==> src/rtl/card_reader_if.sv <==
// Wiegand 26-bit card front-end: synchronises the reader lines, assembles and
// parity-checks frames, and matches the ID against a programmable allow-list.
module card_reader_if #(
    parameter int TIMEOUT_CYC = 16,
    parameter int HOLD_CYC    = 32,
    parameter int NUM_ENTRIES = 4,
    localparam int AW = (NUM_ENTRIES > 1) ? $clog2(NUM_ENTRIES) : 1
) (
    input  logic          clk,
    input  logic          reset,
    input  logic          rd_d0,
    input  logic          rd_d1,
    input  logic          prog_we,
    input  logic [AW-1:0] prog_addr,
    input  logic [23:0]   prog_id,
    input  logic          prog_en,
    output logic          card_valid,
    output logic          card_done,
    output logic [23:0]   card_id,
    output logic          parity_err,
    output logic          frame_err
);

    localparam int TW = $clog2(TIMEOUT_CYC + 1);
    localparam int HW = $clog2(HOLD_CYC + 1);
    localparam logic [TW-1:0] TMO_MAX   = TW'(TIMEOUT_CYC);
    localparam logic [HW-1:0] HOLD_LAST = HW'(HOLD_CYC - 1);

    typedef enum logic [1:0] {IDLE, RECV, CHECK, HOLD} state_t;

    state_t state_reg, state_next;

    logic d0_meta_reg, d0_sync_reg, d0_prev_reg;
    logic d1_meta_reg, d1_sync_reg, d1_prev_reg;
    logic str0, str1, bit_strobe, both_strobe;

    logic [25:0]   shift_reg, shift_next;
    logic [4:0]    bit_cnt_reg, bit_cnt_next;
    logic [TW-1:0] tmo_reg, tmo_next;
    logic [HW-1:0] hold_reg, hold_next;

    logic        card_valid_reg, card_valid_next;
    logic        card_done_reg, card_done_next;
    logic [23:0] card_id_reg, card_id_next;
    logic        parity_err_reg, parity_err_next;
    logic        frame_err_reg, frame_err_next;

    logic [NUM_ENTRIES-1:0] entry_valid_reg;
    logic [23:0]            entry_id_reg [NUM_ENTRIES];
    logic [NUM_ENTRIES-1:0] hit;
    logic                   parity_ok;

    // Two-flop synchroniser per line; the third flop is the edge-detect history.
    always_ff @(posedge clk or posedge reset) begin
        if (reset) begin
            d0_meta_reg <= 1'b0;
            d0_sync_reg <= 1'b0;
            d0_prev_reg <= 1'b0;
            d1_meta_reg <= 1'b0;
            d1_sync_reg <= 1'b0;
            d1_prev_reg <= 1'b0;
        end else begin
            d0_meta_reg <= rd_d0;
            d0_sync_reg <= d0_meta_reg;
            d0_prev_reg <= d0_sync_reg;
            d1_meta_reg <= rd_d1;
            d1_sync_reg <= d1_meta_reg;
            d1_prev_reg <= d1_sync_reg;
        end
    end

    assign str0        = d0_sync_reg & ~d0_prev_reg;
    assign str1        = d1_sync_reg & ~d1_prev_reg;
    assign bit_strobe  = str0 ^ str1;
    assign both_strobe = str0 & str1;

    // Allow-list is held in flops so every entry can be compared in one cycle.
    generate
        for (genvar gi = 0; gi < NUM_ENTRIES; gi++) begin : g_entry
            always_ff @(posedge clk or posedge reset) begin
                if (reset) begin
                    entry_valid_reg[gi] <= 1'b0;
                    entry_id_reg[gi]    <= 24'd0;
                end else if (prog_we && prog_addr == AW'(gi)) begin
                    entry_valid_reg[gi] <= prog_en;
                    entry_id_reg[gi]    <= prog_id;
                end
            end
            assign hit[gi] = entry_valid_reg[gi] && (entry_id_reg[gi] == shift_reg[24:1]);
        end
    endgenerate

    // shift_reg[25] holds frame bit 0, shift_reg[0] holds frame bit 25.
    assign parity_ok = ~(^shift_reg[25:13]) & (^shift_reg[12:0]);

    always_ff @(posedge clk or posedge reset) begin
        if (reset) begin
            state_reg <= IDLE;
        end else begin
            state_reg <= state_next;
        end
    end

    always_ff @(posedge clk or posedge reset) begin
        if (reset) begin
            shift_reg      <= 26'd0;
            bit_cnt_reg    <= 5'd0;
            tmo_reg        <= '0;
            hold_reg       <= '0;
            card_valid_reg <= 1'b0;
            card_done_reg  <= 1'b0;
            card_id_reg    <= 24'd0;
            parity_err_reg <= 1'b0;
            frame_err_reg  <= 1'b0;
        end else begin
            shift_reg      <= shift_next;
            bit_cnt_reg    <= bit_cnt_next;
            tmo_reg        <= tmo_next;
            hold_reg       <= hold_next;
            card_valid_reg <= card_valid_next;
            card_done_reg  <= card_done_next;
            card_id_reg    <= card_id_next;
            parity_err_reg <= parity_err_next;
            frame_err_reg  <= frame_err_next;
        end
    end

    always_comb begin
        state_next      = state_reg;
        shift_next      = shift_reg;
        bit_cnt_next    = bit_cnt_reg;
        tmo_next        = tmo_reg;
        hold_next       = hold_reg;
        card_valid_next = card_valid_reg;
        card_done_next  = 1'b0;
        card_id_next    = card_id_reg;
        parity_err_next = parity_err_reg;
        frame_err_next  = 1'b0;

        case (state_reg)
            IDLE: begin
                if (bit_strobe) begin
                    shift_next   = {25'd0, str1};
                    bit_cnt_next = 5'd1;
                    tmo_next     = '0;
                    state_next   = RECV;
                end
            end
            RECV: begin
                if (both_strobe || (!bit_strobe && tmo_reg == TMO_MAX)) begin
                    shift_next     = 26'd0;
                    bit_cnt_next   = 5'd0;
                    tmo_next       = '0;
                    frame_err_next = 1'b1;
                    state_next     = IDLE;
                end else if (bit_strobe) begin
                    shift_next   = {shift_reg[24:0], str1};
                    bit_cnt_next = bit_cnt_reg + 5'd1;
                    tmo_next     = '0;
                    if (bit_cnt_reg == 5'd25) begin
                        state_next = CHECK;
                    end
                end else begin
                    tmo_next = tmo_reg + TW'(1);
                end
            end
            CHECK: begin
                card_id_next    = shift_reg[24:1];
                parity_err_next = ~parity_ok;
                card_done_next  = 1'b1;
                card_valid_next = parity_ok & (|hit);
                hold_next       = '0;
                bit_cnt_next    = 5'd0;
                state_next      = HOLD;
            end
            HOLD: begin
                // A new frame pre-empts the hold window.
                if (bit_strobe) begin
                    card_valid_next = 1'b0;
                    shift_next      = {25'd0, str1};
                    bit_cnt_next    = 5'd1;
                    tmo_next        = '0;
                    state_next      = RECV;
                end else if (hold_reg == HOLD_LAST) begin
                    card_valid_next = 1'b0;
                    state_next      = IDLE;
                end else begin
                    hold_next = hold_reg + HW'(1);
                end
            end
            default: begin
                state_next = IDLE;
            end
        endcase
    end

    assign card_valid = card_valid_reg;
    assign card_done  = card_done_reg;
    assign card_id    = card_id_reg;
    assign parity_err = parity_err_reg;
    assign frame_err  = frame_err_reg;

endmodule

==> config.mk <==
export PLATFORM = sky130hd
export DESIGN_NAME = card_reader_if
export DESIGN_NICKNAME = d
export VERILOG_FILES = /design/src/rtl/card_reader_if.sv
export SDC_FILE = /design/constraint.sdc
export NUM_CORES = 1
export LEC_CHECK = 0
export BUFFER_PORTS_ARGS = -buffer_cell sky130_fd_sc_hd__buf_2
export CORE_UTILIZATION = 60
export CTS_BUF_LIST = sky130_fd_sc_hd__clkbuf_16
export DETAILED_ROUTE_END_ITERATION = 10
export PLACE_DENSITY_LB_ADDON = 0.2
export SLEW_MARGIN = 30
export SYNTH_ARGS = -nofsm -noshare
export SYNTH_HDL_FRONTEND = slang
export SYNTH_SLANG_ARGS = --single-unit
==> constraint.sdc <==
create_clock -name clk -period 9.71 [get_ports clk]
set_clock_uncertainty 0.1 [all_clocks]
set_input_delay 1.942 -clock clk [delete_from_list [all_inputs] [get_ports clk]]
set_output_delay 1.942 -clock clk [all_outputs]
set_load 0.005 [all_outputs]
==> reports/results.md, run 1 <==
| Step | Metric | This run |
|---|---|---|
| logic synthesis | Fraction of registers with async set/reset | 1.000 |
| placement | Area post-placement | 0.008788 sq mm |
| sta | Final Hold Violating Endpoints | 0 |
| global route | Initial antenna violation count | 0 |
| power | Total Power Consumption | 2.194 mW |
| route | Final routed DRC violation total | 0 |
| floorplan | Area of the core | 0.01393 sq mm |
| logic synthesis | Netlist Area Pre-Place | 0.008607 sq mm |
| sta | Max-Slew Margin vs Limit | 0.4234 |
| sta | Final critical-path share of the clock period | 0.3200 |
| sta | Post-layout min period | 3.107 ns |
| sta | Worst Slack Setup Final | 6.603 ns |
| global route | First-pass GRT wire length | 28,570 um |
| final layout | Flip-flop count of the largest register after layout | 96 |
| final layout | Flip-flop and latch area | 0.004454 sq mm |
| final layout | Ant. Diodes | 0 |
| sta | Tightest Pin Transition | 0.8619 ns |
| setup path | Cell chain of the critical path | buf_2 > inv_8 > buf_4 |
| global route | Number of global-route vias before repair | 5,261 |
| placement | Count of buffers from port buffering | 59 |
| clock tree | Post-CTS repair timing setup buffer count | 0 |
| floorplan | Initial standard-cell utilization of the core | 0.6177 |
| clock tree | Clock tree from TritonCTS | yes |
| final layout | Non-Filler Cell Area, Final | 0.009414 sq mm |
| final layout | Final layout net count | 772 |
| clock tree | Worst skew pair latency | 0.44 ns |
| sta | Total Neg Setup Slack | 0 ns |
| placement | Cell count after placement | 889 |
| route | Number of violations reported at the end of detailed-routing iteration 0 | 323 |
| logic synthesis | Number of register bits inferred by synthesis | 178 |
| power | Logic gate share of total power | 0.231 |
| setup path | Data required time of the worst path | 10.06 ns |
| status | Status | finished, final reports clean |
| final layout | Layout cells sized above 1 | 0.3077 |
| route | Antenna-violating nets left | 0 |
| sta | Hold WS | 0.2575 ns |
| sta | Unrepaired setup endpoints after global routing | no |
| sta | Setup violators final | 0 |
| sta | Max Slew Vio Count | 0 |
| power | Leakage power figure | 4.247 nW |
| placement | Setup WS pre-CTS | 5.895 ns |
| clock tree | Buffer type at the clock tree root | sky130_fd_sc_hd__clkbuf_16 |
| placement | Weighted congestion reported at the end of routability-driven placement | 0.8180 |
| route | Total iterations of the first detailed-routing run | 4 |
| sta | Highest Clock Rate | 321.9 MHz |
| logic synthesis | Cells after Synth | 691 |
| floorplan | Die Y-Extent | 121.8 um |
| setup path | Slowest-stage cell, CP | sky130_fd_sc_hd__buf_4 |
| floorplan | Core Rows | 43 |
| logic synthesis | Predominant post-synthesis flop cell | sky130_fd_sc_hd__dfrtp_1 |
| logic synthesis | Sequential area share after synthesis | 0.5175 |
| logic synthesis | EDFF count, synth | 0 |
| power | Total power density per cell area | 233.1 mW/mm^2 |
| clock tree | Post-cts gate resize count | 0 |
| hold path | HP Class | reg2reg |
| power | Switching portion of total power | 0.3012 |
| setup path | Nature of the critical path endpoint | asynchronous set/reset pin |
| route | Vias after detailed routing | 5,257 |
| power | Net switching power of the design | 0.6610 mW |
| setup path | Type of the setup path with the least slack | in2async |
| final layout | Core Util, Final | 0.6756 |
| global route | Final global-route overflow total | 0 |
| setup path | Type of element launching the critical path | primary input |
| final layout | Layout area overhead | 9.376% |
| logic synthesis | Mean Syn Cell Area | 12.46 sq um |
| final layout | Combined area of the multi-input logic cells | 0.003730 sq mm |
| final layout | Layout Cells excl Fill | 921 |
| clock tree | Total number of H-tree levels | 4 |
| power | Internal power | 1.533 mW |
| setup path | Highest fanout seen on the critical path | 112 |
| setup path | Arrival time at the worst endpoint | 3.46 ns |
| logic synthesis | Synthesis Warnings | 0 |
| setup path | Sum of buffers and inverters on the critical path | 3 |
| clock tree | Number of buffers inserted during clock tree synthesis | 17 |
| route | Avg WL per Cell | 19.29 um |
| logic synthesis | Synth Net Count | 735 |
| route | Detail-routed via count per cell | 5.708 |
| clock tree | Count of clock tree sinks | 178 |
| logic synthesis | Unique cell type count in the Yosys netlist | 52 |
| flow run | Count of maximum capacitance violations | 0 |
| floorplan | IO Count | 60 |
| setup path | Kind of cell adding the most delay to the critical path | buffers and inverters |
| global route | Maximum number of pins on one net before global-route repair | 113 |
| floorplan | Floorplan die area | 0.01483 sq mm |
| final layout | Number of filler instances in the final layout | 1,001 |
| power | Sequential Power Share | 0.437 |
| clock tree | Maximum root-to-sink buffer count | 2 |
| power | Highest ir drop seen on vdd | 132.9 uV |
| power | Clock network fraction of design power | 0.332 |
| global route | GRT Util Overall | 0.2601 |
| placement | Detail Placement HPWL | 12,140 um |
| route | Wirelength, routed | 17,770 um |
| setup path | Max incr delay on CP | 0.78 ns |
| clock tree | Clock slew at the register clock pins of the worst setup and hold paths | 0.06 ns |
| clock tree | Post-CTS Hold Fix Bufs | 0 |
| floorplan | Width of the die | 121.8 um |
[per-layer routing]
metal  vias up  routed length, um  GRT usage
met2       125               8315     0.4096
met4         0                248    0.08951
met1      2682               8534     0.3647
met3        20                669    0.04448
met5         -                  0          0
li1       2430                  -          -
[worst reg2reg max path, delay by kind of cell, from the launching register on]
kind / cells / cell delay [ns]
and+or+nand+nor: 4 / 1.13
adders and majority gates: 1 / 0.67
AOI/OAI and AO/OA: 2 / 0.39
DFF: 1 / 0.39
[cells by family after synthesis]
kind of cell | Yosys count | share of synthesized area
compound gates | 54 | 0.04187
fa+ha+maj | 12 | 0.01744
xor+xnor | 125 | 0.1272
simple gates | 139 | 0.08039
mux | 127 | 0.1657
flops | 178 | 0.5175
buf+inv | 56 | 0.04986
[layout make-up]
| type | instances | area share |
|---|---|---|
| Sequential cell | 178 | 0.4732 |
| Multi-Input combinational cell | 457 | 0.3962 |
| Clock buffer | 17 | 0.04519 |
| Timing Repair Buffer | 65 | 0.03615 |
| Tap cell | 180 | 0.02392 |
| Clock inverter | 15 | 0.02100 |
| Inverter | 9 | 0.004386 |
[layout by cell type, fill, tap and decap left out, drive strengths merged, types with 7 or more instances in the layout]
cell type / Yosys / routed
xnor2: 72 / 72
nand3: 7 / 7
xor2: 53 / 53
nor4: 12 / 12
clkbuf: 17 / 17
nand4: 22 / 22
ha: 12 / 12
inv: 9 / 11
nand2: 67 / 67
mux2: 124 / 124
nor2: 9 / 9
o21ai: 37 / 37
buf: 30 / 65
dfrtp: 178 / 178
[cells in the mapped netlist (6+ instances only)]
cell	n	area share
sky130_fd_sc_hd__buf_2	22	0.013
sky130_fd_sc_hd__xor2_1	53	0.054
sky130_fd_sc_hd__o21ai_0	24	0.014
sky130_fd_sc_hd__ha_1	12	0.017
sky130_fd_sc_hd__nor2_1	8	0.0035
sky130_fd_sc_hd__nor4_1	12	0.0087
sky130_fd_sc_hd__dfrtp_1	178	0.52
sky130_fd_sc_hd__xnor2_1	72	0.073
sky130_fd_sc_hd__nand2_1	66	0.029
sky130_fd_sc_hd__nand4_1	22	0.016
sky130_fd_sc_hd__clkbuf_8	15	0.024
sky130_fd_sc_hd__mux2_2	124	0.16
sky130_fd_sc_hd__nand3_1	6	0.0035
sky130_fd_sc_hd__inv_1	9	0.0039
sky130_fd_sc_hd__o21ai_1	12	0.0070
[worst paths after layout]
kind / start / end / slack (ns) / cells past startpoint
worst max-delay path: reset / card_id[0] / 6.60 / 3
min in group asynchronous: reset / card_id[15] / 1.55 / 2
worst min-delay path: d1_meta_reg / d1_sync_reg / 0.26 / 0
worst min register to register: d1_meta_reg / d1_sync_reg / 0.26 / 0
max in group clk: card_id[22] / card_id[22] / 6.70 / 1
worst max register to register: d1_sync_reg / shift_reg[6] / 6.88 / 7
[power groups by stage]
stage	registers (mW)	clock network [mW]	logic, mW
floorplan	0.933	0	0.456
global placement	0.963	0	0.485
detailed placement	0.971	0	0.504
CTS	0.958	0.737	0.508
global route	0.973	0.766	0.562
finish	0.960	0.728	0.506
No activity file was read; power rests on OpenSTA's default activity.
==> run 2, diff against run 1 <==
--- a/config.mk
+++ b/config.mk
@@ -5,6 +5,7 @@
 export SDC_FILE = /design/constraint.sdc
 export NUM_CORES = 1
 export LEC_CHECK = 0
+export ABC_AREA = 1
 export BUFFER_PORTS_ARGS = -buffer_cell sky130_fd_sc_hd__buf_2
 export CORE_UTILIZATION = 60
 export CTS_BUF_LIST = sky130_fd_sc_hd__clkbuf_16
==> constraint.sdc (replaced) <==
create_clock -name clk -period 3.25 [get_ports clk]
set_clock_uncertainty 0.1 [all_clocks]
set_input_delay 0.65 -clock clk [delete_from_list [all_inputs] [get_ports clk]]
set_output_delay 0.65 -clock clk [all_outputs]
set_load 0.005 [all_outputs]
==> run 2 against run 1 <==
  * Worst hold slack worse by 0.24 ns
  * Clock power increased to 2.8 times the previous value
  * Count of clock-buffer cells in the layout unchanged
  * First-iteration DRC count is 120% higher
  * Die area up 5.5%
  * Design area up 6.4%
  * Sequential cell count did not move
  * Sequential power rose to 2.9 times the previous value
  * Non-clock buffer count grew 3
  * Via count increased by 49%
==> reports/results.md, run 2 <==
| Step | Metric | This run |
|---|---|---|
| power | Switching portion of total power | 0.3577 |
| route | Detail-routed via count per cell | 5.358 |
| logic synthesis | Library cell occupying the most area in the post-synthesis netlist | sky130_fd_sc_hd__dfrtp_1 |
| sta | Post-layout min period | 2.306 ns |
| logic synthesis | Netlist Area Pre-Place | 0.009089 sq mm |
| sta | Final critical-path share of the clock period | 0.7096 |
| power | Logic gate share of total power | 0.267 |
| sta | Unrepaired setup endpoints after global routing | no |
| sta | Max Slew Vio Count | 0 |
| floorplan | Initial standard-cell utilization of the core | 0.6206 |
| floorplan | IO Count | 60 |
| route | Vias after detailed routing | 7,807 |
| setup path | Arrival time at the worst endpoint | 2.56 ns |
| clock tree | Worst skew pair latency | 0.43 ns |
| logic synthesis | Synthesis Warnings | 0 |
| sta | Hold WS | 0.02060 ns |
| logic synthesis | Mean Syn Cell Area | 7.438 sq um |
| logic synthesis | Synth Net Count | 1,266 |
| placement | Detail Placement HPWL | 16,250 um |
| power | Internal power | 4.245 mW |
| power | Clock network fraction of design power | 0.307 |
| global route | GRT Util Overall | 0.3078 |
| placement | Cell count after placement | 1,427 |
| flow run | Count of maximum capacitance violations | 0 |
| floorplan | Area of the core | 0.01464 sq mm |
| clock tree | Number of buffers inserted during clock tree synthesis | 17 |
| final layout | Layout Cells excl Fill | 1,457 |
| power | Total Power Consumption | 6.610 mW |
| global route | Maximum number of pins on one net before global-route repair | 56 |
| power | Net switching power of the design | 2.365 mW |
| global route | Final global-route overflow total | 0 |
| route | Wirelength, routed | 22,660 um |
| logic synthesis | EDFF count, synth | 0 |
| logic synthesis | Number of register bits inferred by synthesis | 178 |
| placement | Count of buffers from port buffering | 59 |
| route | Avg WL per Cell | 15.55 um |
| logic synthesis | Cells after Synth | 1,222 |
| clock tree | Maximum root-to-sink buffer count | 2 |
| sta | Max-Slew Margin vs Limit | 0.5285 |
| clock tree | Clock tree from TritonCTS | yes |
| final layout | Number of filler instances in the final layout | 1,222 |
| clock tree | Buffer type at the clock tree root | sky130_fd_sc_hd__clkbuf_16 |
| setup path | Path depth of the worst reg2reg path | 11 |
| clock tree | Post-CTS repair timing setup buffer count | 0 |
| sta | Highest Clock Rate | 433.6 MHz |
| global route | First-pass GRT wire length | 37,070 um |
| sta | Tightest Pin Transition | 0.7073 ns |
| logic synthesis | Sequential area share after synthesis | 0.4901 |
| logic synthesis | Unique cell type count in the Yosys netlist | 36 |
| route | Total iterations of the first detailed-routing run | 8 |
| power | Sequential Power Share | 0.425 |
| floorplan | Floorplan die area | 0.01564 sq mm |
| final layout | Most common cell after layout, fill and taps aside | sky130_fd_sc_hd__nand2_1 |
| hold path | HP Class | in2async |
| status | Status | finished, final reports clean |
| logic synthesis | Predominant post-synthesis flop cell | sky130_fd_sc_hd__dfrtp_1 |
| logic synthesis | Fraction of registers with async set/reset | 1.000 |
| clock tree | Post-cts gate resize count | 0 |
| route | Number of violations reported at the end of detailed-routing iteration 0 | 718 |
| final layout | Flip-flop count of the largest register after layout | 96 |
| setup path | Type of element launching the critical path | flip-flop |
| global route | Initial antenna violation count | 0 |
| logic synthesis | Synth top area share | 0.4901 |
| clock tree | Total number of H-tree levels | 4 |
| setup path | Nature of the critical path endpoint | flip-flop |
| clock tree | Count of clock tree sinks | 178 |
| floorplan | Die Y-Extent | 125.1 um |
| floorplan | Width of the die | 125.1 um |
| global route | Number of global-route vias before repair | 7,256 |
| logic synthesis | List of most frequent post-synthesis cells | sky130_fd_sc_hd__nand2_1, sky130_fd_sc_hd__dfrtp_1, sky130_fd_sc_hd__o21ai_0 |
| final layout | Final layout net count | 1,306 |
| setup path | Highest fanout seen on the critical path | 55 |
| final layout | Layout cells sized above 1 | 0.1045 |
| setup path | Data required time of the worst path | 3.50 ns |
| route | Final routed DRC violation total | 0 |
| placement | Weighted congestion reported at the end of routability-driven placement | 0.9688 |
| final layout | Layout area overhead | 10.24% |
| logic synthesis | Count leader, synth | sky130_fd_sc_hd__nand2_1 |
| final layout | Leading cell types in the layout, fill and taps excluded | sky130_fd_sc_hd__nand2_1, sky130_fd_sc_hd__dfrtp_1, sky130_fd_sc_hd__o21ai_0 |
| logic synthesis | Ranking of synthesized cells by area | sky130_fd_sc_hd__dfrtp_1, sky130_fd_sc_hd__nand2_1, sky130_fd_sc_hd__o21ai_0, sky130_fd_sc_hd__inv_1, sky130_fd_sc_hd__nor2_1 |
| clock tree | Clock slew at the register clock pins of the worst setup and hold paths | 0.07 ns |
| sta | Total Neg Setup Slack | 0 ns |
| sta | Final Hold Violating Endpoints | 0 |
| route | Antenna-violating nets left | 0 |
| power | Total power density per cell area | 659.7 mW/mm^2 |
| sta | Setup violators final | 0 |
| power | Highest ir drop seen on vdd | 519.9 uV |
| sta | Worst Slack Setup Final | 0.9438 ns |
| setup path | Type of the setup path with the least slack | reg2reg |
| floorplan | Core Rows | 44 |
| placement | Setup WS pre-CTS | 0.9324 ns |
| clock tree | Post-CTS Hold Fix Bufs | 0 |
| final layout | Ant. Diodes | 0 |
| power | Leakage power figure | 5.286 nW |
-- run 2: logic make-up (layout without fill, tap and decap cells) --
| group | after synthesis | after routing | synth area share |
|---|---|---|---|
| AO/OA/AOI/OAI | 191 | 191 | 0.1082 |
| adder cells (fa/ha/maj) | 12 | 12 | 0.01652 |
| buffers and inverters | 204 | 255 | 0.09334 |
| flip-flops | 178 | 178 | 0.4901 |
| AND/OR/NAND/NOR | 613 | 613 | 0.2686 |
| XOR/XNOR | 23 | 23 | 0.02216 |
| multiplexers | 1 | 1 | 0.001101 |
-- run 2: critical path: stages, from the launching register on --
cell and delay [ns]:
sky130_fd_sc_hd__dfrtp_1 0.36, sky130_fd_sc_hd__nor2_1 0.13, sky130_fd_sc_hd__inv_1 0.06, sky130_fd_sc_hd__ha_1 0.49, sky130_fd_sc_hd__nand4_2 0.15, sky130_fd_sc_hd__nand2_2 0.17
sky130_fd_sc_hd__nor2_4 0.06, sky130_fd_sc_hd__nand2_4 0.08, sky130_fd_sc_hd__nand2_4 0.06, sky130_fd_sc_hd__inv_6 0.29, sky130_fd_sc_hd__o211ai_1 0.16, sky130_fd_sc_hd__o21ai_1 0.10
-- run 2: metrics by stage --
stage,cell area [sq um],utilization
3_5_place_dp,9447,0.6451
2_1_floorplan,9092,-
4_1_cts,10020,0.6842
3_3_place_gp,9442,0.6447
5_1_grt,10020,0.6842
6_report,10020,0.6842
-- run 2: area by class of cell --
cell class                      count  area [sq um]  area share
Clock inverter                     13         147.6     0.01474
Multi-Input combinational cell    840          3801      0.3794
Tap cell                          184         230.2     0.02298
Clock buffer                       17         425.4     0.04246
Inverter                          157         598.1     0.05969
Sequential cell                   178          4454      0.4446
Timing Repair Buffer               68         362.8     0.03621
-- run 2: power groups by stage --
stage               clock [mW]  sequential, mW  combinational, mW
floorplan                    0            2.74               1.45
global placement             0            2.83               1.69
detailed placement           0            2.84               1.75
CTS                       2.05            2.80               1.76
global route              2.15            2.85               2.02
finish                    2.03            2.81               1.77
-- run 2: final timing paths --
path                        startpoint                to  slack [ns]
setup / recovery           d0_prev_reg      shift_reg[0]        0.94
hold / removal                   reset       card_id[11]        0.02
setup reg to reg           d0_prev_reg      shift_reg[0]        0.94
hold reg to reg            d0_meta_reg       d0_sync_reg        0.25
max in group asynchronous        reset  entry_id_reg[32]        2.10
min in group clk                 rd_d1       d1_meta_reg        0.23
-- run 2: per-layer routing --
layer  vias to the layer above  GRT usage  part of all wire
met2                       273     0.4919              0.47
met3                        43    0.05691             0.071
met4                         0     0.1047             0.024
met5                         -          0                 0
li1                       3862          -                 -
met1                      3629     0.4254              0.44
